===== config.mk =====
export PLATFORM = sky130hd
export DESIGN_NAME = btn_debounce_pulse_flat
export DESIGN_NICKNAME = d
export VERILOG_FILES = /design/src/rtl/btn_debounce_pulse_pkg.sv /design/src/rtl/btn_debounce_pulse_if.sv /design/src/rtl/btn_debounce_pulse_sync_chain.sv /design/src/rtl/btn_debounce_pulse.sv /design/src/flat_wrapper.sv
export SDC_FILE = /design/constraint.sdc
export NUM_CORES = 1
export LEC_CHECK = 0
export BUFFER_PORTS_ARGS = -buffer_cell sky130_fd_sc_hd__clkbuf_2
export CAP_MARGIN = 5
export CORE_AREA = 2 2 39 41
export CTS_BUF_LIST = sky130_fd_sc_hd__clkbuf_8
export CTS_CLUSTER_DIAMETER = 200
export DETAILED_ROUTE_END_ITERATION = 8
export DIE_AREA = 0 0 41 43
export PLACE_DENSITY = 0.58
export SETUP_SLACK_MARGIN = 0.4
export SLEW_MARGIN = 20
export SYNTH_ARGS = -nofsm -noshare
export SYNTH_HDL_FRONTEND = slang
export SYNTH_SLANG_ARGS = --single-unit

===== constraint.sdc =====
create_clock -name clk -period 2.9 [get_ports clk]
set_input_delay 0.145 -clock clk [delete_from_list [all_inputs] [get_ports clk]]
set_output_delay 0.145 -clock clk [all_outputs]
set_load 0.05 [all_outputs]

===== src/rtl/btn_debounce_pulse_pkg.sv =====
// Shared state encodings and default sizing for the button
// debouncer and its bench.
package btn_debounce_pulse_pkg;

  typedef enum logic [1:0] {
    ST_STABLE_LO = 2'd0,
    ST_WAIT_HI   = 2'd1,
    ST_STABLE_HI = 2'd2,
    ST_WAIT_LO   = 2'd3
  } state_e;

  localparam int SYNC_STAGES_DEF     = 2;
  localparam int DEBOUNCE_CYCLES_DEF = 16;

endpackage


===== src/rtl/btn_debounce_pulse_if.sv =====
// Raw button in, debounced level/pulses/busy out.
// master drives the button, slave is the debouncer.
interface btn_debounce_pulse_if;

  logic btn_in;
  logic btn_level;
  logic btn_rise;
  logic btn_fall;
  logic busy;

  modport master (
    output btn_in,
    input  btn_level,
    input  btn_rise,
    input  btn_fall,
    input  busy
  );

  modport slave (
    input  btn_in,
    output btn_level,
    output btn_rise,
    output btn_fall,
    output busy
  );

endinterface


===== src/rtl/btn_debounce_pulse_sync_chain.sv =====
// Parameterised flop chain bringing an asynchronous bit into
// the clk domain, cleared by synchronous reset.
module sync_chain #(
  parameter int STAGES = 2
) (
  input  logic clk,
  input  logic reset,
  input  logic d,
  output logic q
);

  logic [STAGES-1:0] sync_q;
  logic [STAGES-1:0] sync_d;

  always_comb begin
    sync_d = {sync_q[STAGES-2:0], d};
  end

  always_ff @(posedge clk) begin
    if (reset) begin
      sync_q <= '0;
    end else begin
      sync_q <= sync_d;
    end
  end

  assign q = sync_q[STAGES-1];

endmodule


===== src/rtl/btn_debounce_pulse.sv =====
// Button conditioner: synchronizer, 4-state debounce FSM,
// registered level, edge pulses and busy flag.
module btn_debounce_pulse
  import btn_debounce_pulse_pkg::*;
#(
  parameter int SYNC_STAGES     = SYNC_STAGES_DEF,
  parameter int DEBOUNCE_CYCLES = DEBOUNCE_CYCLES_DEF
) (
  input  logic                 clk,
  input  logic                 reset,
  btn_debounce_pulse_if.slave  bus
);

  localparam int CNT_W = $clog2(DEBOUNCE_CYCLES) + 1;
  localparam logic [CNT_W-1:0] CNT_LAST =
    CNT_W'(DEBOUNCE_CYCLES - 1);
  localparam logic [CNT_W-1:0] CNT_ONE = CNT_W'(1);

  logic             sync_q;
  state_e           state_q, state_d;
  logic [CNT_W-1:0] cnt_q, cnt_d;
  logic [CNT_W-1:0] cnt_inc;
  logic             level_q, level_d;
  logic             rise_q, rise_d;
  logic             fall_q, fall_d;
  logic             busy_q, busy_d;

  sync_chain #(
    .STAGES (SYNC_STAGES)
  ) u_sync (
    .clk   (clk),
    .reset (reset),
    .d     (bus.btn_in),
    .q     (sync_q)
  );

  // Saturate rather than wrap if the qualifier ever overstays.
  assign cnt_inc = (cnt_q >= CNT_LAST) ? CNT_LAST
                                       : cnt_q + 1'b1;

  always_comb begin
    state_d = state_q;
    cnt_d   = cnt_q;
    level_d = level_q;
    rise_d  = 1'b0;
    fall_d  = 1'b0;
    unique case (state_q)
      ST_STABLE_LO: begin
        if (sync_q) begin
          state_d = ST_WAIT_HI;
          cnt_d   = CNT_ONE;
        end else begin
          cnt_d   = '0;
        end
      end
      ST_WAIT_HI: begin
        if (!sync_q) begin
          state_d = ST_STABLE_LO;
          cnt_d   = '0;
        end else if (cnt_q == CNT_LAST) begin
          state_d = ST_STABLE_HI;
          cnt_d   = '0;
          level_d = 1'b1;
          rise_d  = 1'b1;
        end else begin
          cnt_d   = cnt_inc;
        end
      end
      ST_STABLE_HI: begin
        if (!sync_q) begin
          state_d = ST_WAIT_LO;
          cnt_d   = CNT_ONE;
        end else begin
          cnt_d   = '0;
        end
      end
      ST_WAIT_LO: begin
        if (sync_q) begin
          state_d = ST_STABLE_HI;
          cnt_d   = '0;
        end else if (cnt_q == CNT_LAST) begin
          state_d = ST_STABLE_LO;
          cnt_d   = '0;
          level_d = 1'b0;
          fall_d  = 1'b1;
        end else begin
          cnt_d   = cnt_inc;
        end
      end
    endcase
    busy_d = (state_d == ST_WAIT_HI) ||
             (state_d == ST_WAIT_LO);
  end

  always_ff @(posedge clk) begin
    if (reset) begin
      state_q <= ST_STABLE_LO;
      cnt_q   <= '0;
      level_q <= 1'b0;
      rise_q  <= 1'b0;
      fall_q  <= 1'b0;
      busy_q  <= 1'b0;
    end else begin
      state_q <= state_d;
      cnt_q   <= cnt_d;
      level_q <= level_d;
      rise_q  <= rise_d;
      fall_q  <= fall_d;
      busy_q  <= busy_d;
    end
  end

  assign bus.btn_level = level_q;
  assign bus.btn_rise  = rise_q;
  assign bus.btn_fall  = fall_q;
  assign bus.busy      = busy_q;

  cnt_never_wraps: assert property (
    @(posedge clk) disable iff (reset) cnt_q <= CNT_LAST
  );

endmodule


===== src/flat_wrapper.sv =====
// flat-port wrapper written by rule: the top's interface ports become plain ports
module btn_debounce_pulse_flat import btn_debounce_pulse_pkg::*;
#(
  parameter int SYNC_STAGES     = SYNC_STAGES_DEF,
  parameter int DEBOUNCE_CYCLES = DEBOUNCE_CYCLES_DEF
)
  (clk, reset, bus_btn_in, bus_btn_level, bus_btn_rise, bus_btn_fall, bus_busy);
  btn_debounce_pulse_if bus_i ();
  input  logic clk;
  input  logic reset;
  input wire logic [$bits(bus_i.btn_in)-1:0] bus_btn_in;
  output wire logic [$bits(bus_i.btn_level)-1:0] bus_btn_level;
  output wire logic [$bits(bus_i.btn_rise)-1:0] bus_btn_rise;
  output wire logic [$bits(bus_i.btn_fall)-1:0] bus_btn_fall;
  output wire logic [$bits(bus_i.busy)-1:0] bus_busy;
  assign bus_i.btn_in = bus_btn_in;
  assign bus_btn_level = bus_i.btn_level;
  assign bus_btn_rise = bus_i.btn_rise;
  assign bus_btn_fall = bus_i.btn_fall;
  assign bus_busy = bus_i.busy;
  btn_debounce_pulse #(.SYNC_STAGES(SYNC_STAGES), .DEBOUNCE_CYCLES(DEBOUNCE_CYCLES)) u_core (.clk(clk), .reset(reset), .bus(bus_i));
endmodule

==> out/qor.json, run 1 <==
{
  "cts": {
    "cts_max_level": 1,
    "cts_resized": 0,
    "numCtsBuffers": 3,
    "post_cts_hold_buffer_count": 0,
    "cell_chosen_for_the_clock_root": "sky130_fd_sc_hd__clkbuf_8",
    "cts_num_sinks": 13,
    "post-cts-setup-buffer-count": 0,
    "worstSkewPairLatency_ns": 0.24,
    "tritoncts": "done",
    "cts-root-to-sink-buffers": 2,
    "clk_pin_slew_worst_paths_ns": 0.05
  },
  "floorplan": {
    "placeableCoreArea_um2": 1380,
    "fp.dieW_um": 41,
    "die_y_extent_um": 43,
    "placement_rows": 14,
    "initial_core_util": 0.352,
    "die_area_um2": 1760,
    "pin_count": 7
  },
  "global_route": {
    "number_of_antenna_violations_at_the_first_check_in_global_routing": 0,
    "grt-ovfl-total": 0,
    "grt_first_pass_wirelength_um": 1370,
    "vias_in_the_first_global_route": 339,
    "track_usage": 0.126,
    "pin_count_of_the_biggest_net_entering_global_routing": 9
  },
  "synthesis": {
    "number_of_enable_type_register_cells_in_the_synthesized_netlist": 0,
    "yosys.area.top_type_share": 0.535,
    "synth.yosys.warnings": 0,
    "yosys.cell_types.count": 21,
    "seq_area_frac_synth": 0.535,
    "leading_post_synthesis_cells_by_cell_area": "sky130_fd_sc_hd__dfxtp_1 (53%), sky130_fd_sc_hd__nor3b_1 (7.7%), sky130_fd_sc_hd__ha_1 (5.1%)",
    "post-synth-top-area-cell": "sky130_fd_sc_hd__dfxtp_1",
    "syn_nets": 50,
    "synth.avg_cell_area_um2": 10.8,
    "synth_top_flop_cell": "sky130_fd_sc_hd__dfxtp_1",
    "synth_seq_cells": 13,
    "post_synth_instance_area_um2": 487,
    "fraction_of_registers_with_async_set_reset": 0,
    "synth_cells": 45
  },
  "power_and_ir_drop": {
    "power_switching_mw": 0.0746,
    "pwr_total_mw": 0.356,
    "irDropWorstVdd_mv": 0.264,
    "seq_power_share": 0.520,
    "clkPwrFrac": 0.434,
    "leakage_nw": 0.218,
    "cell_pwr_density_nw_per_um2": 613,
    "power.share.switching": 0.209,
    "power.share.combinational": 0.046,
    "internal-power_mw": 0.282
  },
  "sta": {
    "report.final.slew_viol_count": 0,
    "skew_ns": 0.000465,
    "fmaxAchievable_mhz": 574,
    "worst_slew_pin_slew_ns": 0.484,
    "slew_headroom": 0.675,
    "hold_viol": 0,
    "rsz0062_at_grt": "false",
    "tns_ns": 0,
    "post-route-min-period_ns": 1.74,
    "fin_crit_sh": 0.601,
    "final-setup-viol-count": 0,
    "final_critical_path_setup_slack_ns": 1.16
  },
  "detailed_routing": {
    "post_drt_via_cell_ratio": 4.83,
    "dr.first_iter.drc_count": 3,
    "route.antenna.remaining_nets": 0,
    "detailedRoute.firstPassIterationCount": 2,
    "routed-via-count": 343,
    "drt_wirelength_um": 774,
    "route.detailed.wl_per_inst_um": 10.9,
    "drc": 0
  },
  "critical_path": {
    "crit_type": "register to register",
    "critPathLaunchType": "register",
    "cells_on_worst_reg2reg_path": 5,
    "rr_endpoint": "u_core.cnt_q[4]",
    "rr_startpoint": "u_core.cnt_q[0]",
    "worstPathMaxFanout": 7,
    "cp_data_arrival_time_ns": 1.91,
    "reg2reg_slack_ns": 1.16,
    "cp-end-kind": "register",
    "critical_path_required_ns": 3.07
  },
  "worst_hold_path": {
    "worst_hold_path_type": "input pin to register",
    "worstHoldPathCells": 2,
    "whs_endpoint": "u_core.u_sync.sync_q[0]",
    "worstHoldStart": "bus_btn_in"
  },
  "layout": {
    "layout_cell_share_with_drive_strength_beyond_1": 0.218,
    "final_net_count": 61,
    "layout_commonest_cell": "sky130_fd_sc_hd__dfxtp_1",
    "stdcell_count": 71,
    "finished_core_util": 0.420,
    "synthToLayoutAreaGrowth_pct": 19.5,
    "insertedDiodeCount": 0,
    "most-common-layout-cells": "sky130_fd_sc_hd__dfxtp_1 (13), sky130_fd_sc_hd__clkbuf_2 (6), sky130_fd_sc_hd__nor3b_1 (5), sky130_fd_sc_hd__inv_1 (4), sky130_fd_sc_hd__clkbuf_8 (3)"
  },
  "status": {
    "run_status": "completed"
  },
  "placed_design": {
    "pre_cts_slack_ns": 1.18,
    "portBuffers": 6,
    "placedCellCount": 67,
    "gp_congestion": 0.690,
    "hpwlAfterDp_um": 573
  },
  "flow_run": {
    "max_cap_viol_count": 0
  }
}
[state kept, by name (all words and copies together) (netlist names)]
name and count:
u_core.bus.btn_rise 1, u_core.bus.busy 1, u_core.cnt_q 5, u_core.bus.btn_fall 1, u_core.bus.btn_level 1, u_core.state_q 2, u_core.u_sync.sync_q 2
[area by class of cell]
cell class                 count  area (um2)
fill                         136         802
clock inverter                 1        3.75
multi-input combinational     29         215
clock buffer                   3        41.3
sequential                    13         260
tap                           16        20.0
timing repair buffer           6        30.0
inverter                       3        11.3
[per-layer routing]
| metal | routed length, um | vias to the layer above | GRT usage |
|---|---|---|---|
| met2 | 329 | 8 | 0.159 |
| met1 | 371 | 151 | 0.142 |
| li1 | - | 179 | - |
| met5 | 0 | - | 0 |
| met3 | 37 | 5 | 0.0628 |
| met4 | 34 | 0 | 0.120 |
[power groups by stage]
stage / logic [mW] / registers [mW] / clock network, mW
2_1_floorplan: 0.00569 / 0.194 / 0
3_3_place_gp: 0.0162 / 0.189 / 0
3_5_place_dp: 0.0165 / 0.189 / 0
4_1_cts: 0.0165 / 0.185 / 0.161
5_1_grt: 0.0179 / 0.186 / 0.172
6_report: 0.0163 / 0.185 / 0.155
[worst max path at each step]
stage	startpoint	end	slack, ns	cells after the start
2_1_floorplan	u_core.cnt_q[0]	u_core.cnt_q[4]	1.36	5
3_3_place_gp	u_core.cnt_q[0]	u_core.cnt_q[4]	1.19	5
3_5_place_dp	u_core.cnt_q[0]	u_core.cnt_q[0]	1.18	5
4_1_cts	u_core.cnt_q[0]	u_core.cnt_q[4]	1.17	5
5_1_grt	u_core.cnt_q[0]	u_core.cnt_q[4]	1.04	5
6_report	u_core.cnt_q[0]	u_core.cnt_q[4]	1.16	5
[worst max-delay path, cell delays in order, from the launching register on]
cell	delay (ns)
sky130_fd_sc_hd__dfxtp_1	0.32
sky130_fd_sc_hd__ha_1	0.22
sky130_fd_sc_hd__and3_1	0.19
sky130_fd_sc_hd__ha_1	0.26
sky130_fd_sc_hd__nor3_1	0.45
sky130_fd_sc_hd__nor3b_1	0.22
[logic make-up (layout without fill, tap and decap cells)]
kind of cell	Yosys count	count (layout)	share of synthesized area
flops	13	13	0.535
fa+ha+maj	2	2	0.0514
xor+xnor	2	2	0.0360
simple gates	17	17	0.231
compound gates	8	8	0.123
buf+inv	3	13	0.0231
[stage by stage]
step           hold WS [ns]  cell area (um2)
5_1_grt               0.150              582
3_3_place_gp          0.379              537
2_1_floorplan         0.214              487
6_report              0.133              582
3_5_place_dp          0.391              537
4_1_cts               0.139              582
[synthesized netlist by cell type, types with 2 or more instances]
cell type / number
sky130_fd_sc_hd__inv_1: 3
sky130_fd_sc_hd__ha_1: 2
sky130_fd_sc_hd__nor3b_1: 5
sky130_fd_sc_hd__a21oi_1: 2
sky130_fd_sc_hd__nor3_1: 2
sky130_fd_sc_hd__xnor2_1: 2
sky130_fd_sc_hd__nand2_1: 2
sky130_fd_sc_hd__dfxtp_1: 13
sky130_fd_sc_hd__nor2b_1: 2
Note: power is estimated with default switching activity, not from simulation.
==> inputs of run 2 (changes only) <==
--- a/config.mk
+++ b/config.mk
@@ -12,7 +12,7 @@
 export CTS_CLUSTER_DIAMETER = 200
 export DETAILED_ROUTE_END_ITERATION = 8
 export DIE_AREA = 0 0 41 43
-export PLACE_DENSITY = 0.58
+export PLACE_DENSITY = 0.6
 export SETUP_SLACK_MARGIN = 0.4
 export SLEW_MARGIN = 20
 export SYNTH_ARGS = -nofsm -noshare
==> constraint.sdc (replaced) <==
create_clock -name clk -period 1.42 [get_ports clk]
set_input_delay 0.071 -clock clk [delete_from_list [all_inputs] [get_ports clk]]
set_output_delay 0.071 -clock clk [all_outputs]
set_load 0.05 [all_outputs]
==> run 2 against run 1 <==
Compared with the run above: non-clock buffer count up 7; highest routed layer is now met3; first-iteration DRC count rose to 3.0 times the previous value; largest cell class is now multi-input combinational cells; largest power group unchanged; cell count up 9.9%; final area up 28%; critical path depth up 1; count of clock-buffer cells in the layout unchanged; sequential power up 110%; power up 110%; hold slack worse by 0.091 ns.
==> out/qor.json, run 2 (synthesis results as in run 1) <==
{
  "status": {
    "run_status": "completed"
  },
  "detailed_routing": {
    "routed-via-count": 387,
    "route.antenna.remaining_nets": 0,
    "drt_wirelength_um": 921,
    "route.detailed.wl_per_inst_um": 11.8,
    "drc": 0,
    "post_drt_via_cell_ratio": 4.96,
    "detailedRoute.firstPassIterationCount": 3,
    "dr.first_iter.drc_count": 9
  },
  "layout": {
    "synthToLayoutAreaGrowth_pct": 53.0,
    "multiInputGateArea_um2": 320,
    "final_net_count": 68,
    "stdcell_count": 78,
    "filler_cell_count": 133,
    "max_ffs_per_register": 5,
    "largest_registers": "u_core.cnt_q x5, u_core.state_q x2, u_core.u_sync.sync_q x2",
    "layout.cell_area.non_filler_um2": 744,
    "final-seq-area_um2": 265,
    "top_register": "u_core.cnt_q",
    "insertedDiodeCount": 0,
    "most-common-layout-cells": "sky130_fd_sc_hd__dfxtp_1 (9), sky130_fd_sc_hd__buf_4 (7), sky130_fd_sc_hd__clkbuf_2 (6)",
    "layout_cell_share_with_drive_strength_beyond_1": 0.613,
    "layout_commonest_cell": "sky130_fd_sc_hd__dfxtp_1"
  },
  "critical_path": {
    "critPathLaunchType": "register",
    "critical_path_required_ns": 1.55,
    "crit_type": "register to register",
    "worstPathMaxFanout": 6,
    "cp-end-kind": "register",
    "cp_data_arrival_time_ns": 1.47,
    "reg2reg_slack_ns": 0.07
  },
  "cts": {
    "cts_max_level": 1,
    "worstSkewPairLatency_ns": 0.24,
    "tritoncts": "done",
    "cts_num_sinks": 13,
    "cts-root-to-sink-buffers": 2,
    "numCtsBuffers": 3,
    "clk_pin_slew_worst_paths_ns": 0.06,
    "cell_chosen_for_the_clock_root": "sky130_fd_sc_hd__clkbuf_8"
  },
  "power_and_ir_drop": {
    "irDropWorstVdd_mv": 0.544,
    "power.share.switching": 0.219,
    "pwr_total_mw": 0.742,
    "cell_pwr_density_nw_per_um2": 997,
    "power_switching_mw": 0.162,
    "power.share.combinational": 0.055,
    "seq_power_share": 0.512,
    "clkPwrFrac": 0.433,
    "internal-power_mw": 0.580,
    "leakage_nw": 0.283
  },
  "flow_run": {
    "max_cap_viol_count": 0
  },
  "sta": {
    "hold_viol": 0,
    "tns_ns": 0,
    "fmaxAchievable_mhz": 742,
    "final-setup-viol-count": 0,
    "post-route-min-period_ns": 1.35,
    "skew_ns": 0.00315,
    "report.final.slew_viol_count": 0,
    "fin_crit_sh": 0.949,
    "worst_slew_pin_slew_ns": 0.276,
    "final_critical_path_setup_slack_ns": 0.0717,
    "rsz0062_at_grt": "true",
    "slew_headroom": 0.815
  },
  "placed_design": {
    "portBuffers": 6,
    "placed_cell_area_um2": 603,
    "pre_cts_slack_ns": 0.0446,
    "hpwlAfterDp_um": 603,
    "gp_congestion": 0.608,
    "placedCellCount": 67
  },
  "floorplan": {
    "die_area_um2": 1760,
    "pin_count": 7,
    "initial_core_util": 0.352,
    "fp.dieW_um": 41,
    "die_y_extent_um": 43,
    "placeableCoreArea_um2": 1380,
    "placement_rows": 14
  },
  "global_route": {
    "number_of_antenna_violations_at_the_first_check_in_global_routing": 0,
    "track_usage": 0.142,
    "vias_in_the_first_global_route": 398,
    "grt_first_pass_wirelength_um": 1630,
    "grt-ovfl-total": 0,
    "pin_count_of_the_biggest_net_entering_global_routing": 9
  },
  "worst_hold_path": {
    "worst_hold_path_type": "input pin to register"
  }
}
[run 2: critical path, stage by stage (launching register included)]
cell	delay [ns]
sky130_fd_sc_hd__dfxtp_2	0.35
sky130_fd_sc_hd__ha_4	0.13
sky130_fd_sc_hd__and3_4	0.18
sky130_fd_sc_hd__ha_4	0.19
sky130_fd_sc_hd__nand2_4	0.07
sky130_fd_sc_hd__nor3b_4	0.15
sky130_fd_sc_hd__a21boi_2	0.15
[run 2: routing by layer]
metal,track usage,up-vias,part of all wire
met5,0,-,0
met4,0.0400,0,0
met3,0.0942,0,0.042
met2,0.216,6,0.55
met1,0.155,186,0.41
li1,-,195,-
[run 2: path summary, 6_finish.rpt]
check / startpoint / endpoint / cells past startpoint
max: u_core.cnt_q[0] / u_core.cnt_q[0] / 6
min: bus_btn_in / u_core.u_sync.sync_q[0] / 2
max reg2reg: u_core.cnt_q[0] / u_core.cnt_q[0] / 6
min reg2reg: u_core.u_sync.sync_q[0] / u_core.u_sync.sync_q[1] / 1
[run 2: what timing repair did]
item	4_1_cts	5_1_grt
buffers inserted	6	1
gates cloned	0	0
gates resized for setup	5	5
hold buffers	0	0
pin swaps	1	0
endpoints found under the hold margin	0	0
setup endpoints to repair	11	11
[run 2: final cells by class]
type / count / area share
Clock buffer: 3 / 0.0555
Clock inverter: 1 / 0.00504
Inverter: 3 / 0.0151
Multi-Input combinational cell: 29 / 0.430
Sequential cell: 13 / 0.356
Tap cell: 16 / 0.0269
Timing Repair Buffer: 13 / 0.111
[run 2: power groups by stage]
stage               clock network [mW]  logic [mW]  registers (mW)
floorplan                            0      0.0131           0.398
global route                     0.346      0.0440           0.381
CTS                              0.327      0.0373           0.380
global placement                     0      0.0348           0.387
finish                           0.322      0.0407           0.380
detailed placement                   0      0.0350           0.387
[run 2: stage by stage]
stage	util	hold slack, ns
2_1_floorplan	-	0.133
3_3_place_gp	0.436	0.286
3_5_place_dp	0.436	0.293
4_1_cts	0.519	0.0461
5_1_grt	0.538	0.0441
6_report	0.538	0.0423
